### config.mk
export PLATFORM = sky130hd
export DESIGN_NAME = riscv_decode_stage
export DESIGN_NICKNAME = d
export VERILOG_FILES = /design/src/rtl/riscv_decode_stage.sv
export SDC_FILE = /design/constraint.sdc
export NUM_CORES = 1
export LEC_CHECK = 0
export ABC_AREA = 1
export BUFFER_PORTS_ARGS = -buffer_cell sky130_fd_sc_hd__buf_2
export CAP_MARGIN = 0
export CORE_MARGIN = 3
export CORE_UTILIZATION = 50
export DETAILED_ROUTE_END_ITERATION = 10
export HOLD_SLACK_MARGIN = 0.08
export PLACE_DENSITY = 0.72
export SETUP_SLACK_MARGIN = 0.1
export SKIP_CTS_REPAIR_TIMING = 1
export SYNTH_ARGS = -nofsm -noshare
export SYNTH_HDL_FRONTEND = slang
export SYNTH_SLANG_ARGS = --single-unit
export TNS_END_PERCENT = 1
### constraint.sdc
create_clock -name clk -period 6.7 [get_ports clk]
set_input_delay 0.335 -clock clk [delete_from_list [all_inputs] [get_ports clk]]
set_output_delay 0.335 -clock clk [all_outputs]
set_load 0.02 [all_outputs]
### src/rtl/riscv_decode_stage.sv
// RISC-V decode stage: RV32I/C decode, register-limit check, small FIFO to execute.
// Latency: one cycle minimum from push to out_valid; no bypass path.
// Backpressure: in_ready = level < FIFO_DEPTH from registered state only; optional stats via RISCV_DECODE_STAGE_STATS_EN.

module riscv_i32c_decode (
   input  logic        i32c,
   input  logic        i32m,
   input  logic        i32m_fuse,
   input  logic        coproc_disable,
   input  logic [2:0]  mode,
   input  logic [31:0] data,
   output logic [4:0]  rs1,
   output logic        rs1_valid,
   output logic [4:0]  rs2,
   output logic        rs2_valid,
   output logic [4:0]  rd,
   output logic        rd_written,
   output logic        csr_access,
   output logic [31:0] immediate,
   output logic [4:0]  immediate_shift,
   output logic        immediate_valid,
   output logic [3:0]  op,
   output logic [3:0]  subop,
   output logic        requires_machine_mode,
   output logic        memory_read_unsigned,
   output logic [1:0]  memory_width,
   output logic        illegal,
   output logic        is_compressed,
   output logic [1:0]  ext
);
   localparam logic [3:0] OP_ALU = 4'd0, OP_LOAD = 4'd1, OP_STORE = 4'd2, OP_BRANCH = 4'd3,
                          OP_JAL = 4'd4, OP_JALR = 4'd5, OP_LUI = 4'd6, OP_AUIPC = 4'd7,
                          OP_MULDIV = 4'd8, OP_SYSTEM = 4'd9, OP_CSR = 4'd10, OP_FENCE = 4'd11,
                          OP_COPROC = 4'd12, OP_ILLEGAL = 4'd15;

   logic [2:0]  f3;
   logic [6:0]  f7;
   logic [31:0] imm_i, imm_s, imm_b, imm_u, imm_j;
   logic        bad, priv_ok;

   assign f3      = data[14:12];
   assign f7      = data[31:25];
   assign imm_i   = {{20{data[31]}}, data[31:20]};
   assign imm_s   = {{20{data[31]}}, data[31:25], data[11:7]};
   assign imm_b   = {{19{data[31]}}, data[31], data[7], data[30:25], data[11:8], 1'b0};
   assign imm_u   = {data[31:12], 12'd0};
   assign imm_j   = {{11{data[31]}}, data[31], data[19:12], data[20], data[30:21], 1'b0};
   assign priv_ok = mode[2] | (mode[1:0] == 2'b11);

   always_comb begin
      rs1 = data[19:15];  rs1_valid = 1'b0;
      rs2 = data[24:20];  rs2_valid = 1'b0;
      rd  = data[11:7];   rd_written = 1'b0;
      csr_access = 1'b0;  immediate = '0;  immediate_shift = '0;  immediate_valid = 1'b0;
      op = OP_ILLEGAL;    subop = {1'b0, f3};
      requires_machine_mode = 1'b0;
      memory_read_unsigned = 1'b0;  memory_width = 2'd0;
      is_compressed = 1'b0;  ext = 2'd0;  bad = 1'b0;
      if (data[1:0] != 2'b11) begin
         // Only the compressed forms execute needs without expansion: ADDI, LI, MV, ADD.
         is_compressed = 1'b1;
         op = OP_ALU;  subop = 4'd0;
         rd = data[11:7];  rs1 = data[11:7];  rs2 = data[6:2];
         immediate = {{26{data[12]}}, data[12], data[6:2]};
         case ({data[1:0], data[15:13]})
            5'b01_000: begin rs1_valid = 1'b1; rd_written = 1'b1; immediate_valid = 1'b1; end
            5'b01_010: begin rs1 = 5'd0; rd_written = 1'b1; immediate_valid = 1'b1; end
            5'b10_100: begin
               immediate = '0;  rd_written = 1'b1;  rs2_valid = 1'b1;
               if (data[6:2] == 5'd0) bad = 1'b1;
               else if (data[12])     rs1_valid = 1'b1;
               else                   rs1 = 5'd0;
            end
            default: begin bad = 1'b1; op = OP_ILLEGAL; end
         endcase
         if (!i32c) bad = 1'b1;
      end else begin
         case (data[6:0])
            7'b0110111: begin op = OP_LUI;   rd_written = 1'b1; immediate = imm_u; immediate_valid = 1'b1; end
            7'b0010111: begin op = OP_AUIPC; rd_written = 1'b1; immediate = imm_u; immediate_valid = 1'b1; end
            7'b1101111: begin op = OP_JAL;   rd_written = 1'b1; immediate = imm_j; immediate_valid = 1'b1; end
            7'b1100111: begin
               op = OP_JALR; rs1_valid = 1'b1; rd_written = 1'b1; immediate = imm_i; immediate_valid = 1'b1;
               if (f3 != 3'b000) bad = 1'b1;
            end
            7'b1100011: begin
               op = OP_BRANCH; rs1_valid = 1'b1; rs2_valid = 1'b1; immediate = imm_b; immediate_valid = 1'b1;
               if (f3 == 3'b010 || f3 == 3'b011) bad = 1'b1;
            end
            7'b0000011: begin
               op = OP_LOAD; rs1_valid = 1'b1; rd_written = 1'b1; immediate = imm_i; immediate_valid = 1'b1;
               memory_width = f3[1:0];  memory_read_unsigned = f3[2];
               if (f3 == 3'b011 || f3 == 3'b110 || f3 == 3'b111) bad = 1'b1;
            end
            7'b0100011: begin
               op = OP_STORE; rs1_valid = 1'b1; rs2_valid = 1'b1; immediate = imm_s; immediate_valid = 1'b1;
               memory_width = f3[1:0];
               if (f3[2] || f3 == 3'b011) bad = 1'b1;
            end
            7'b0010011: begin
               op = OP_ALU; rs1_valid = 1'b1; rd_written = 1'b1; immediate = imm_i; immediate_valid = 1'b1;
               if (f3 == 3'b001 || f3 == 3'b101) begin
                  immediate_shift = data[24:20];
                  subop = {data[30], f3};
                  if (f7 != 7'h00 && !(f3 == 3'b101 && f7 == 7'h20)) bad = 1'b1;
               end
            end
            7'b0110011: begin
               rs1_valid = 1'b1; rs2_valid = 1'b1; rd_written = 1'b1;
               if (f7 == 7'h01) begin
                  op = OP_MULDIV;  ext = {i32m_fuse, 1'b1};  bad = !i32m;
               end else begin
                  op = OP_ALU;  subop = {data[30], f3};
                  if (f7 != 7'h00 && !(f7 == 7'h20 && (f3 == 3'b000 || f3 == 3'b101))) bad = 1'b1;
               end
            end
            7'b0001111: begin op = OP_FENCE; if (f3[2:1] != 2'b00) bad = 1'b1; end
            7'b1110011: begin
               if (f3 == 3'b000) begin
                  op = OP_SYSTEM;
                  case (data)
                     32'h00000073: subop = 4'd0;
                     32'h00100073: subop = 4'd1;
                     32'h30200073: begin subop = 4'd2; requires_machine_mode = 1'b1; end
                     32'h10500073: subop = 4'd3;
                     default:      bad = 1'b1;
                  endcase
               end else if (f3 == 3'b100) begin
                  bad = 1'b1;
               end else begin
                  // CSR address rides in the immediate; the zimm form reuses immediate_shift.
                  op = OP_CSR; csr_access = 1'b1; rd_written = 1'b1;
                  immediate = {20'd0, data[31:20]}; immediate_valid = 1'b1;
                  requires_machine_mode = (data[29:28] == 2'b11);
                  if (f3[2]) immediate_shift = data[19:15];
                  else       rs1_valid = 1'b1;
               end
            end
            7'b0001011: begin
               op = OP_COPROC; ext = 2'b10; rs1_valid = 1'b1; rs2_valid = 1'b1; rd_written = 1'b1;
               if (coproc_disable) bad = 1'b1;
            end
            default: bad = 1'b1;
         endcase
      end
      illegal = bad | (requires_machine_mode & ~priv_ok);
   end
endmodule

module riscv_decode_stage #(
   parameter int NUM_REGS   = 32,
   parameter int FIFO_DEPTH = 2,
   parameter int LW         = $clog2(FIFO_DEPTH) + 1
) (
   input  logic          clk,
   input  logic          reset,
   input  logic          riscv_config__i32c,
   input  logic          riscv_config__e32,
   input  logic          riscv_config__i32m,
   input  logic          riscv_config__i32m_fuse,
   input  logic          riscv_config__coproc_disable,
   input  logic          riscv_config__unaligned_mem,
   input  logic          in_valid,
   output logic          in_ready,
   input  logic [2:0]    instruction__mode,
   input  logic [31:0]   instruction__data,
   input  logic [31:0]   in_pc,
   input  logic          flush,
   output logic          out_valid,
   input  logic          out_ready,
   output logic [31:0]   out_pc,
   output logic [4:0]    out_idecode__rs1,
   output logic          out_idecode__rs1_valid,
   output logic [4:0]    out_idecode__rs2,
   output logic          out_idecode__rs2_valid,
   output logic [4:0]    out_idecode__rd,
   output logic          out_idecode__rd_written,
   output logic          out_idecode__csr_access,
   output logic [31:0]   out_idecode__immediate,
   output logic [4:0]    out_idecode__immediate_shift,
   output logic          out_idecode__immediate_valid,
   output logic [3:0]    out_idecode__op,
   output logic [3:0]    out_idecode__subop,
   output logic          out_idecode__requires_machine_mode,
   output logic          out_idecode__memory_read_unsigned,
   output logic [1:0]    out_idecode__memory_width,
   output logic          out_idecode__illegal,
   output logic          out_idecode__is_compressed,
   output logic [1:0]    out_idecode__ext,
   output logic          out_reg_illegal,
   output logic [LW-1:0] fifo_level
`ifdef RISCV_DECODE_STAGE_STATS_EN
   ,
   input  logic          stats_clear,
   output logic [31:0]   stat_decoded,
   output logic [31:0]   stat_illegal
`endif
);
   localparam int PW = $clog2(FIFO_DEPTH);
   localparam int EW = 106;

   logic [4:0]  d_rs1, d_rs2, d_rd, d_shift;
   logic        d_rs1_valid, d_rs2_valid, d_rd_written, d_csr, d_imm_valid;
   logic [31:0] d_imm;
   logic [3:0]  d_op, d_subop;
   logic        d_rmm, d_unsigned, d_illegal, d_is_c;
   logic [1:0]  d_width, d_ext;
   logic [5:0]  lim;
   logic        reg_bad, wr_illegal, push, pop, unused_cfg;
   logic [EW-1:0] wr_entry;
   logic [EW-1:0] mem [FIFO_DEPTH];
   logic [PW-1:0] wr_ptr, rd_ptr;
   logic [LW-1:0] level;

   riscv_i32c_decode u_dec (
      .i32c(riscv_config__i32c), .i32m(riscv_config__i32m), .i32m_fuse(riscv_config__i32m_fuse),
      .coproc_disable(riscv_config__coproc_disable), .mode(instruction__mode), .data(instruction__data),
      .rs1(d_rs1), .rs1_valid(d_rs1_valid), .rs2(d_rs2), .rs2_valid(d_rs2_valid),
      .rd(d_rd), .rd_written(d_rd_written), .csr_access(d_csr), .immediate(d_imm),
      .immediate_shift(d_shift), .immediate_valid(d_imm_valid), .op(d_op), .subop(d_subop),
      .requires_machine_mode(d_rmm), .memory_read_unsigned(d_unsigned), .memory_width(d_width),
      .illegal(d_illegal), .is_compressed(d_is_c), .ext(d_ext)
   );

   // Alignment depends on the runtime address, so it is the memory stage's concern.
   assign unused_cfg = riscv_config__unaligned_mem;

   assign lim        = riscv_config__e32 ? 6'd16 : 6'(NUM_REGS);
   assign reg_bad    = (d_rs1_valid  && {1'b0, d_rs1} >= lim) ||
                       (d_rs2_valid  && {1'b0, d_rs2} >= lim) ||
                       (d_rd_written && {1'b0, d_rd}  >= lim);
   assign wr_illegal = d_illegal | reg_bad;
   assign wr_entry   = {in_pc, reg_bad, d_rs1, d_rs1_valid, d_rs2, d_rs2_valid, d_rd, d_rd_written,
                        d_csr, d_imm, d_shift, d_imm_valid, d_op, d_subop, d_rmm, d_unsigned,
                        d_width, wr_illegal, d_is_c, d_ext};

   assign in_ready   = (level < LW'(FIFO_DEPTH));
   assign out_valid  = (level != '0);
   assign fifo_level = level;
   assign push       = in_valid && in_ready;
   assign pop        = out_valid && out_ready;

   assign {out_pc, out_reg_illegal, out_idecode__rs1, out_idecode__rs1_valid, out_idecode__rs2,
           out_idecode__rs2_valid, out_idecode__rd, out_idecode__rd_written, out_idecode__csr_access,
           out_idecode__immediate, out_idecode__immediate_shift, out_idecode__immediate_valid,
           out_idecode__op, out_idecode__subop, out_idecode__requires_machine_mode,
           out_idecode__memory_read_unsigned, out_idecode__memory_width, out_idecode__illegal,
           out_idecode__is_compressed, out_idecode__ext} = mem[rd_ptr];

   // Storage is cleared on reset so every output reads zero straight out of reset.
   always_ff @(posedge clk or posedge reset) begin
      if (reset) begin
         wr_ptr <= '0;
         rd_ptr <= '0;
         level  <= '0;
         for (int i = 0; i < FIFO_DEPTH; i++) mem[i] <= '0;
      end else if (flush) begin
         wr_ptr <= '0;
         rd_ptr <= '0;
         level  <= '0;
      end else begin
         if (push) begin
            mem[wr_ptr] <= wr_entry;
            wr_ptr      <= wr_ptr + 1'b1;
         end
         if (pop) rd_ptr <= rd_ptr + 1'b1;
         case ({push, pop})
            2'b10:   level <= level + 1'b1;
            2'b01:   level <= level - 1'b1;
            default: level <= level;
         endcase
      end
   end

`ifdef RISCV_DECODE_STAGE_STATS_EN
   always_ff @(posedge clk or posedge reset) begin
      if (reset) begin
         stat_decoded <= '0;
         stat_illegal <= '0;
      end else if (stats_clear) begin
         stat_decoded <= '0;
         stat_illegal <= '0;
      end else if (push && !flush) begin
         if (stat_decoded != '1) stat_decoded <= stat_decoded + 1'b1;
         if (wr_illegal && stat_illegal != '1) stat_illegal <= stat_illegal + 1'b1;
      end
   end
`endif
endmodule
==> results.md <==
- RePlAce Congestion: 0.962
- Combinational fraction of design power: 0.323
- Pint: 3.06 mW
- Layout cell share with drive strength beyond 1: 0.182
- GRT overflow: 0
- Register area share after synthesis: 0.498
- Layout fillers: 1,895
- FMAX: 0.337 GHz
- Count leader, synth: nand2_1
- Diodes inserted: 0
- Final worst slack: 3.73 ns
- Initial antenna violation count: 5
- HP Class: in2async
- Clock transition at path regs: 0.06 ns
- CP Max Fanout: 74
- Sink Count: 216
- Clock power frac: 0.273
- DR WL/cell: 16.0 um
- Setup TNS: 0 ns
- Post-synthesis net count: 1,509
- Pwr dens: 371 mW/mm2
- Drt via density: 5.24
- Largest net degree at the start of global routing: 137
- Status: finished, final reports clean
- Area fraction of the dominant cell type after synthesis: 0.498
- Core footprint: 0.0212 mm2
- EDFF count, synth: 0
- Bufs on Longest Clock Path: 3
- Largest cells by area after synthesis: dfrtp_1 (50%), nand2_1 (18%), o21ai_0 (9.6%)
- I/O Buffers: 186
- Placed inst area: 0.0119 mm2
- Area leader, netlist: dfrtp_1
- Top-Level Pins: 188
- Vias: 9,939
- CP Capture Type: register
- R2R Path Start: fifo_level[1]$_DFFE_PP0P_
- Crit path time final: 2.97 ns
- H-tree Lvls: 1
- Worst-Margin Slew: 1.09 ns
- Worst clock skew: 0.00841 ns
- Total CTS buffers: 23
- Switching portion of total power: 0.366
- Sequential power share: 0.404
- Pre-CTS setup slack: 3.74 ns
- Final Slew Violations: 0
- Final setup fails: 0
- Initial core utilization: 0.514
- Synthesized flop and latch total: 216
- RSZ-0062 raised after global routing: false
- Vias in the first global route: 9,511
- Mean Syn Cell Area: 7.59 um2
- Root buffer cell: clkbuf_16
- WL final: 30.3 mm
- Mapped Cells: 1,431
- R2R Path End: mem[29]$_DFFE_PP0P_
- WS Path Type: in2reg
- Worst R2R Setup Slack: 3.75 ns
- Router iterations before antenna repair: 5
- WP data arrival: 3.32 ns
- Die Height: 153 um
- First-pass GRT wire length: 49.0 mm
- Max_cap viols: 0
- Yosys warning total: 0
- Crit path capture: mem[29]$_DFFE_PP0P_
- Detail Placement HPWL: 20.4 mm
- Synth unique cells: 45
- Reg2Reg Depth: 8
- Post-synth ARST share: 1.00
- Final hold vios: 0
- Top cells by count, synth: nand2_1 (527), dfrtp_1 (216), o21ai_0 (209), inv_1 (143), nor2_1 (61)
- GRT Total Usage: 0.250
- Tot Pwr: 4.82 mW
- Die area: 0.0235 mm2
- Headroom to the max-slew limit: 0.274
- Final Cycle Share: 0.443
- 1st-iter DRT viols: 892
- DIE WIDTH: 153 um
- Syn-to-layout area delta: 19.5%
- Dominant synthesized flop cell: dfrtp_1
- CTS tree: yes
- Worst VDD drop: 0.195 mV
- Crit path launch type: primary input
- # nets final: 1,683
- Launch point of the worst path: flush
- Leak: 6.58 nW
- Drt drc: 0
- Hold Slack: 0.0123 ns
- Final Cell Area: 0.0130 mm2
- CP required: 7.05 ns
- Switching pwr: 1.76 mW
- Row cnt: 53
- Routed Antenna Nets: 0
- Synthesized cell area: 0.0109 mm2
- Worst-Skew Late Latency: 0.51 ns
## cell families (layout without fill, tap and decap cells)
logic type,after synthesis,after routing,share of synthesized area
xor gates and xnor gates,2,2,0.00161
and+or+nand+nor,682,682,0.258
muxes,16,16,0.0166
AOI/OAI and AO/OA,290,290,0.146
DFF,216,216,0.498
buffers and inverters,225,415,0.0805
## state kept, by name (all words and copies together) (netlist names)
name	count
fifo_level	2
mem	212
rd_ptr	1
wr_ptr	1
## how the worst min path moves through the flow
| stage | from | endpoint | slack (ns) | cells past startpoint |
|---|---|---|---|---|
| global placement | mem[104]$_DFFE_PP0P_ | mem[104]$_DFFE_PP0P_ | 0.45 | 2 |
| floorplan | flush | fifo_level[0]$_DFFE_PP0P_ | 0.40 | 1 |
| detailed placement | mem[100]$_DFFE_PP0P_ | mem[100]$_DFFE_PP0P_ | 0.46 | 2 |
| global route | in_pc[22] | mem[96]$_DFFE_PP0P_ | 0.08 | 3 |
| CTS | in_pc[24] | mem[98]$_DFFE_PP0P_ | 0.03 | 3 |
| finish | reset | mem[208]$_DFFE_PP0P_ | 0.01 | 2 |
## placed cells by master (no fill, tap or decap), types with 3 or more instances in the layout
cell type      instances
mux2_2                16
a31oi_1               17
nor3_1                10
nand3_2                5
nand2_1              527
clkbuf_1               8
nor2_4                 5
a21oi_1                4
o211ai_1               8
dfrtp_1              215
o21ai_2               10
nand3_1               40
buf_2                186
clkbuf_16             23
inv_2                  5
nor2_1                60
nand4_1                9
o21ai_1               24
bufinv_16              3
o21ai_0              209
nand2_2               11
clkbuf_8               5
o221ai_1               5
nor2_2                 5
inv_1                142
buf_4                  8
o22ai_1                5
dlygate4sd3_1         28
## power by group through the flow
| stage | combinational [mW] | clock (mW) | sequential, mW |
|---|---|---|---|
| 5_1_grt | 1.75 | 1.39 | 2.00 |
| 3_5_place_dp | 1.55 | 0 | 1.96 |
| 3_3_place_gp | 1.52 | 0 | 1.95 |
| 4_1_cts | 1.56 | 1.34 | 1.95 |
| 6_report | 1.56 | 1.31 | 1.95 |
| 2_1_floorplan | 1.09 | 0 | 1.91 |
## layout make-up
class	count	area, um2	share of cell area
Clock inverter	5	104	0.00800
Timing Repair Buffer	222	1270	0.0979
Clock buffer	36	674	0.0520
Inverter	152	582	0.0448
Multi-Input combinational cell	990	4600	0.354
Sequential cell	216	5410	0.417
Tap cell	275	344	0.0265
## worst max-delay path, stage by stage
cell           delay [ns]
dlygate4sd3_1        0.53
buf_2                0.15
nor2_1               0.10
inv_1                0.08
nor2_4               0.07
buf_4                0.41
clkinv_2             0.73
buf_4                0.64
nand2_1              0.14
o21ai_0              0.10
## metal layers
metal,track usage,wire length (um),vias to the layer above,part of all wire
li1,-,-,4907,-
met1,0.348,13100,4637,0.43
met2,0.410,14200,326,0.47
met3,0.0461,2130,59,0.070
met4,0.0643,720,10,0.024
met5,0,70,-,0.0023
## through the flow
stage                util  std cells
finish              0.614       1896
global route        0.614       1896
CTS                 0.600       1868
detailed placement  0.564       1827
global placement    0.564       1827
floorplan               -       1431
(Power assumes the default switching activity.)
